===== src/rtl/soft_max_pkg.sv =====
// Shared network constants for the output-classification stage, plus
// helpers that size the argmax compare tree at elaboration time.
`ifndef SOFTMAX_IN_BIT_WIDTH
`define SOFTMAX_IN_BIT_WIDTH 4
`endif

package soft_max_pkg;

  localparam int SOFTMAX_IN_W      = `SOFTMAX_IN_BIT_WIDTH;
  localparam int SOFTMAX_N_CLASSES = 10;
  localparam int SOFTMAX_IDX_W     = 4;
  localparam int SOFTMAX_MAX_CLASS = 1 << SOFTMAX_IDX_W;

  typedef logic [SOFTMAX_IDX_W-1:0] class_idx_t;

  // Number of nodes present at tree level lvl (level 0 = leaves).
  function automatic int level_count(input int n, input int lvl);
    int c;
    c = n;
    for (int k = 0; k < lvl; k++) c = (c + 1) / 2;
    return c;
  endfunction

  // Position of the first node of level lvl in the flat node array.
  function automatic int level_offset(input int n, input int lvl);
    int s;
    s = 0;
    for (int k = 0; k < lvl; k++) s += level_count(n, k);
    return s;
  endfunction

  // Compare levels needed to reduce n lanes to one.
  function automatic int tree_levels(input int n);
    return (n <= 1) ? 0 : $clog2(n);
  endfunction

  // Total nodes across all levels, leaves included.
  function automatic int tree_nodes(input int n);
    return level_offset(n, tree_levels(n) + 1);
  endfunction

endpackage


===== src/rtl/soft_max_argmax_node.sv =====
// One compare node of the argmax tree. Operand a always covers lower class
// indices than operand b, so a wins ties and b wins only when strictly greater.
module argmax_node
  import soft_max_pkg::*;
#(
  parameter int IN_WIDTH = SOFTMAX_IN_W
) (
  input  logic [IN_WIDTH-1:0] a_val,
  input  class_idx_t          a_idx,
  input  logic [IN_WIDTH-1:0] b_val,
  input  class_idx_t          b_idx,
  output logic [IN_WIDTH-1:0] max_val,
  output class_idx_t          max_idx
);

  // Select the winning (value, index) pair, lower index on a tie.
  always_comb begin
    max_val = a_val;
    max_idx = a_idx;
    if (b_val > a_val) begin
      max_val = b_val;
      max_idx = b_idx;
    end
  end

endmodule


===== src/rtl/soft_max.sv =====
// Hard argmax over the per-class output sums: a combinational compare tree of
// argmax_node instances followed by a single registered index output.
`ifndef SOFTMAX_IN_BIT_WIDTH
`define SOFTMAX_IN_BIT_WIDTH 4
`endif

module soft_max
  import soft_max_pkg::*;
#(
  parameter int N_CLASSES = SOFTMAX_N_CLASSES,
  parameter int IN_WIDTH  = `SOFTMAX_IN_BIT_WIDTH
) (
  input  logic                          clk,
  input  logic                          reset,
  input  logic [N_CLASSES*IN_WIDTH-1:0] sumIn,
  output logic [3:0]                    result
);

  localparam int LEVELS = tree_levels(N_CLASSES);
  localparam int TOTAL  = tree_nodes(N_CLASSES);
  localparam int ROOT   = TOTAL - 1;

  // Flat node storage: level 0 leaves first, then each reduced level, root last.
  logic [IN_WIDTH-1:0] node_val [TOTAL];
  class_idx_t          node_idx [TOTAL];
  class_idx_t          result_p1;

  // ---- stage p0: leaves straight from the input lanes ----
  for (genvar i = 0; i < N_CLASSES; i++) begin : g_leaf
    assign node_val[i] = sumIn[i*IN_WIDTH +: IN_WIDTH];
    assign node_idx[i] = class_idx_t'(i);
  end

  // Reduce adjacent pairs level by level; an odd node out is forwarded as-is.
  for (genvar l = 1; l <= LEVELS; l++) begin : g_level
    for (genvar j = 0; j < level_count(N_CLASSES, l); j++) begin : g_node
      localparam int SRC = level_offset(N_CLASSES, l - 1) + 2 * j;
      localparam int DST = level_offset(N_CLASSES, l) + j;
      if (2 * j + 1 < level_count(N_CLASSES, l - 1)) begin : g_pair
        argmax_node #(
          .IN_WIDTH (IN_WIDTH)
        ) u_node (
          .a_val   (node_val[SRC]),
          .a_idx   (node_idx[SRC]),
          .b_val   (node_val[SRC+1]),
          .b_idx   (node_idx[SRC+1]),
          .max_val (node_val[DST]),
          .max_idx (node_idx[DST])
        );
      end else begin : g_pass
        assign node_val[DST] = node_val[SRC];
        assign node_idx[DST] = node_idx[SRC];
      end
    end
  end

  // ---- stage p1: register the root index; reset clears it immediately ----
  always_ff @(posedge clk or posedge reset) begin
    if (reset) result_p1 <= '0;
    else       result_p1 <= node_idx[ROOT];
  end

  assign result = result_p1;

endmodule


===== config.mk =====
export PLATFORM = sky130hd
export DESIGN_NAME = soft_max
export DESIGN_NICKNAME = d
export VERILOG_FILES = /design/src/rtl/soft_max_pkg.sv /design/src/rtl/soft_max_argmax_node.sv /design/src/rtl/soft_max.sv
export SDC_FILE = /design/constraint.sdc
export NUM_CORES = 1
export LEC_CHECK = 0
export CORE_AREA = 2 2 65 67
export DETAILED_ROUTE_END_ITERATION = 16
export DIE_AREA = 0 0 67 69
export GPL_TIMING_DRIVEN = 0
export PLACE_DENSITY = 0.78
export SLEW_MARGIN = 20
export SYNTH_ARGS = -nofsm -noshare
export SYNTH_HDL_FRONTEND = slang
export SYNTH_HIERARCHICAL = 1
export SYNTH_SLANG_ARGS = --single-unit

===== constraint.sdc =====
create_clock -name clk -period 0.8 [get_ports clk]
set_input_delay 0.16 -clock clk [delete_from_list [all_inputs] [get_ports clk]]
set_output_delay 0.16 -clock clk [all_outputs]
set_load 0.02 [all_outputs]

==> out/results.tsv, run 1 <==
stage	metric	value	unit
cts	Max clock buf depth	2	
layout	# diodes	0	
cts	CTS clock-pin slew for the worst setup and hold paths	30	ps
timing	final setup fails	8	
worst_setup_path	WP data required	890	ps
die	Starting Density	0.489	
timing	RSZ-0062 raised after global routing	yes	
outcome	failing checks	setup timing	
global_route	vias in the first global route	1863	
worst_setup_path	Worst EP arrival	4540	ps
worst_hold_path	Min-Delay Path Class	primary input to asynchronous set/reset pin	
timing	Final Max Slew Viols	0	
cts	clk sinks	4	
route	via count	1691	
timing	Final Hold Vio Count	0	
placed_design	GP Congestion	0.775	
yosys	syn_area_per_cell	9.96	um2
route	wire length on met1	1740	um
placed_design	Area after DPL	0.00287	mm2
timing	fin worst setup slack	-3640	ps
timing	Tmin final	4440	ps
worst_setup_path	crit path launch type	primary input	
worst_setup_path	Critical Path End Type	flop	
route	router iterations before antenna repair	4	
placed_design	HPWL after detailed placement	3540	um
die	core box area	0.00391	mm2
route	routed wire length on met3	94	um
global_route	antenna violations before repair	0	
pwr	Power Density	1920	mW/mm2
pwr	Worst VDD drop	868	uV
timing	Hold Slack	157	ps
global_route	gr usage total	0.211	
die	Die X	67	um
cts	CTS tree	built	
layout	layout cell share with drive strength beyond 1	0.693	
global_route	grt ovf	0	
layout	max FFs per register	4	
layout	Final Util	0.822	
route	Routed met2 length	2690	um
timing	FMAX	225	MHz
route	Post-route DRC	0	
yosys	synthesized instance count	192	
layout	Final Net Count	373	
die	die area	0.00462	mm2
worst_setup_path	crit path max fanout	6	
route	via density per instance	4.93	
pwr	P_leak	1.49	nW
layout	layout overhead on the synthesized area	68.1	%
flow_run	max cap viols	0	
pwr	total power draw	6.17	mW
layout	fin area	0.00322	mm2
cts	# hold bufs at CTS	0	
layout	final-layout fill cell count	244	
worst_setup_path	CP peak stage delay	350	ps
route	top layer in use	met4	
outcome	status	finished, violations left	
cts	CTS Buf Count	3	
worst_setup_path	critical path class	primary input to flop	
route	Avg WL per Cell	13.4	um
die	Die Height	69	um
placed_design	I/O Buffers	45	
yosys	Synth Cell Area	0.00191	mm2
global_route	largest net degree at the start of global routing	9	
global_route	first-pass GRT wire length	7730	um
cts	root buffer cell	clkbuf_8	
die	number of core rows	23	
route	Antenna Violating Nets Remaining	0	
worst_setup_path	CP max-delay cell	mux2_4	
timing	final worst path period share	5.55	
route	Post-Route WL	4600	um
route	DRT iter0 DRCs	15	
die	# IOs	46	
yosys	Synth warnings	6	
worst_setup_path	CP Cell Sequence	clkdlybuf4s15_2 -> inv_2 -> ha_4 -> and4_4 -> a21oi_4 -> mux2_4 -> ha_4 -> nor2b_4 -> o211ai_2 -> a21oi_4 -> mux2_4 -> inv_1 -> ha_1 -> and4_4 -> a21oi_4 -> mux2_4 -> inv_4 -> ha_4 -> nor2b_4 -> o211ai_2 -> a21oi_4 -> mux2_4	
cts	htree depth	1	
metal layers:
layer | global-route usage | vias to the layer above
li1 | - | 864
met3 | 0.00979 | 8
met2 | 0.432 | 31
met5 | 0 | -
met4 | 0.0567 | 0
met1 | 0.219 | 788
layout make-up:
| cell class | count | area, um2 | share of cell area |
|---|---|---|---|
| multi-input cells | 189 | 2340 | 0.727 |
| repair buffers | 60 | 520 | 0.162 |
| inverters | 37 | 154 | 0.0479 |
| flip-flops and latches | 4 | 100 | 0.0311 |
| well taps | 50 | 62.6 | 0.0195 |
| clock buffers | 3 | 41.3 | 0.0128 |
metrics by stage:
stage / setup TNS [ps] / setup WS [ps] / std cells
CTS: -14890 / -3670 / 341
detailed placement: -19660 / -4670 / 325
global route: -15420 / -3780 / 343
floorplan: -14790 / -3720 / 230
global placement: -19450 / -4610 / 325
finish: -14780 / -3640 / 343
placed cells by master (no fill, tap or decap), drive strengths merged:
master          n
a21oi          18
and4            9
buf            36
clkbuf          5
clkdlybuf4s15   7
clkdlybuf4s50   9
conb           40
dfrtp           4
dlygate4sd2     6
ha             36
inv            37
mux2           68
nor2b           9
o211ai          9
where the power goes:
group	switching, mW	internal (mW)	leakage (nW)	total, mW
clock	0.0991	0.320	0.0216	0.419
sequential	0.0459	0.319	0.0466	0.365
combinational	2.21	3.18	1.42	5.39
total	2.35	3.82	1.49	6.17
how the worst max path moves through the flow:
| stage | start | end | slack, ps | depth (start not counted) |
|---|---|---|---|---|
| 3_5_place_dp | sumIn[25] | result[0]$_DFF_PP0_ | -4670 | 23 |
| 6_report | sumIn[10] | result[0]$_DFF_PP0_ | -3640 | 22 |
| 2_1_floorplan | sumIn[25] | result[0]$_DFF_PP0_ | -3720 | 22 |
| 3_3_place_gp | sumIn[25] | result[0]$_DFF_PP0_ | -4610 | 23 |
| 4_1_cts | sumIn[9] | result[0]$_DFF_PP0_ | -3670 | 24 |
| 5_1_grt | sumIn[2] | result[0]$_DFF_PP0_ | -3780 | 22 |
what timing repair did:
action,CTS,global route
gates resized for setup,174,9
setup endpoints to repair,8,8
pin swaps,38,11
buffers inserted,13,2
worst max-delay path, delay by kind of cell:
family | cells | cell delay (ps)
AO/OA/AOI/OAI | 6 | 1130
multiplexers | 4 | 1350
buffers and inverters | 4 | 370
adder cells (fa/ha/maj) | 4 | 910
AND/OR/NAND/NOR | 4 | 620
(Power assumes the default switching activity.)
==> run 2: changes to the inputs <==
SLEW_MARGIN = unset   (was 20)
==> results of run 2 <==
No change in the layout: final DEF, timing and power equal those of run 1.
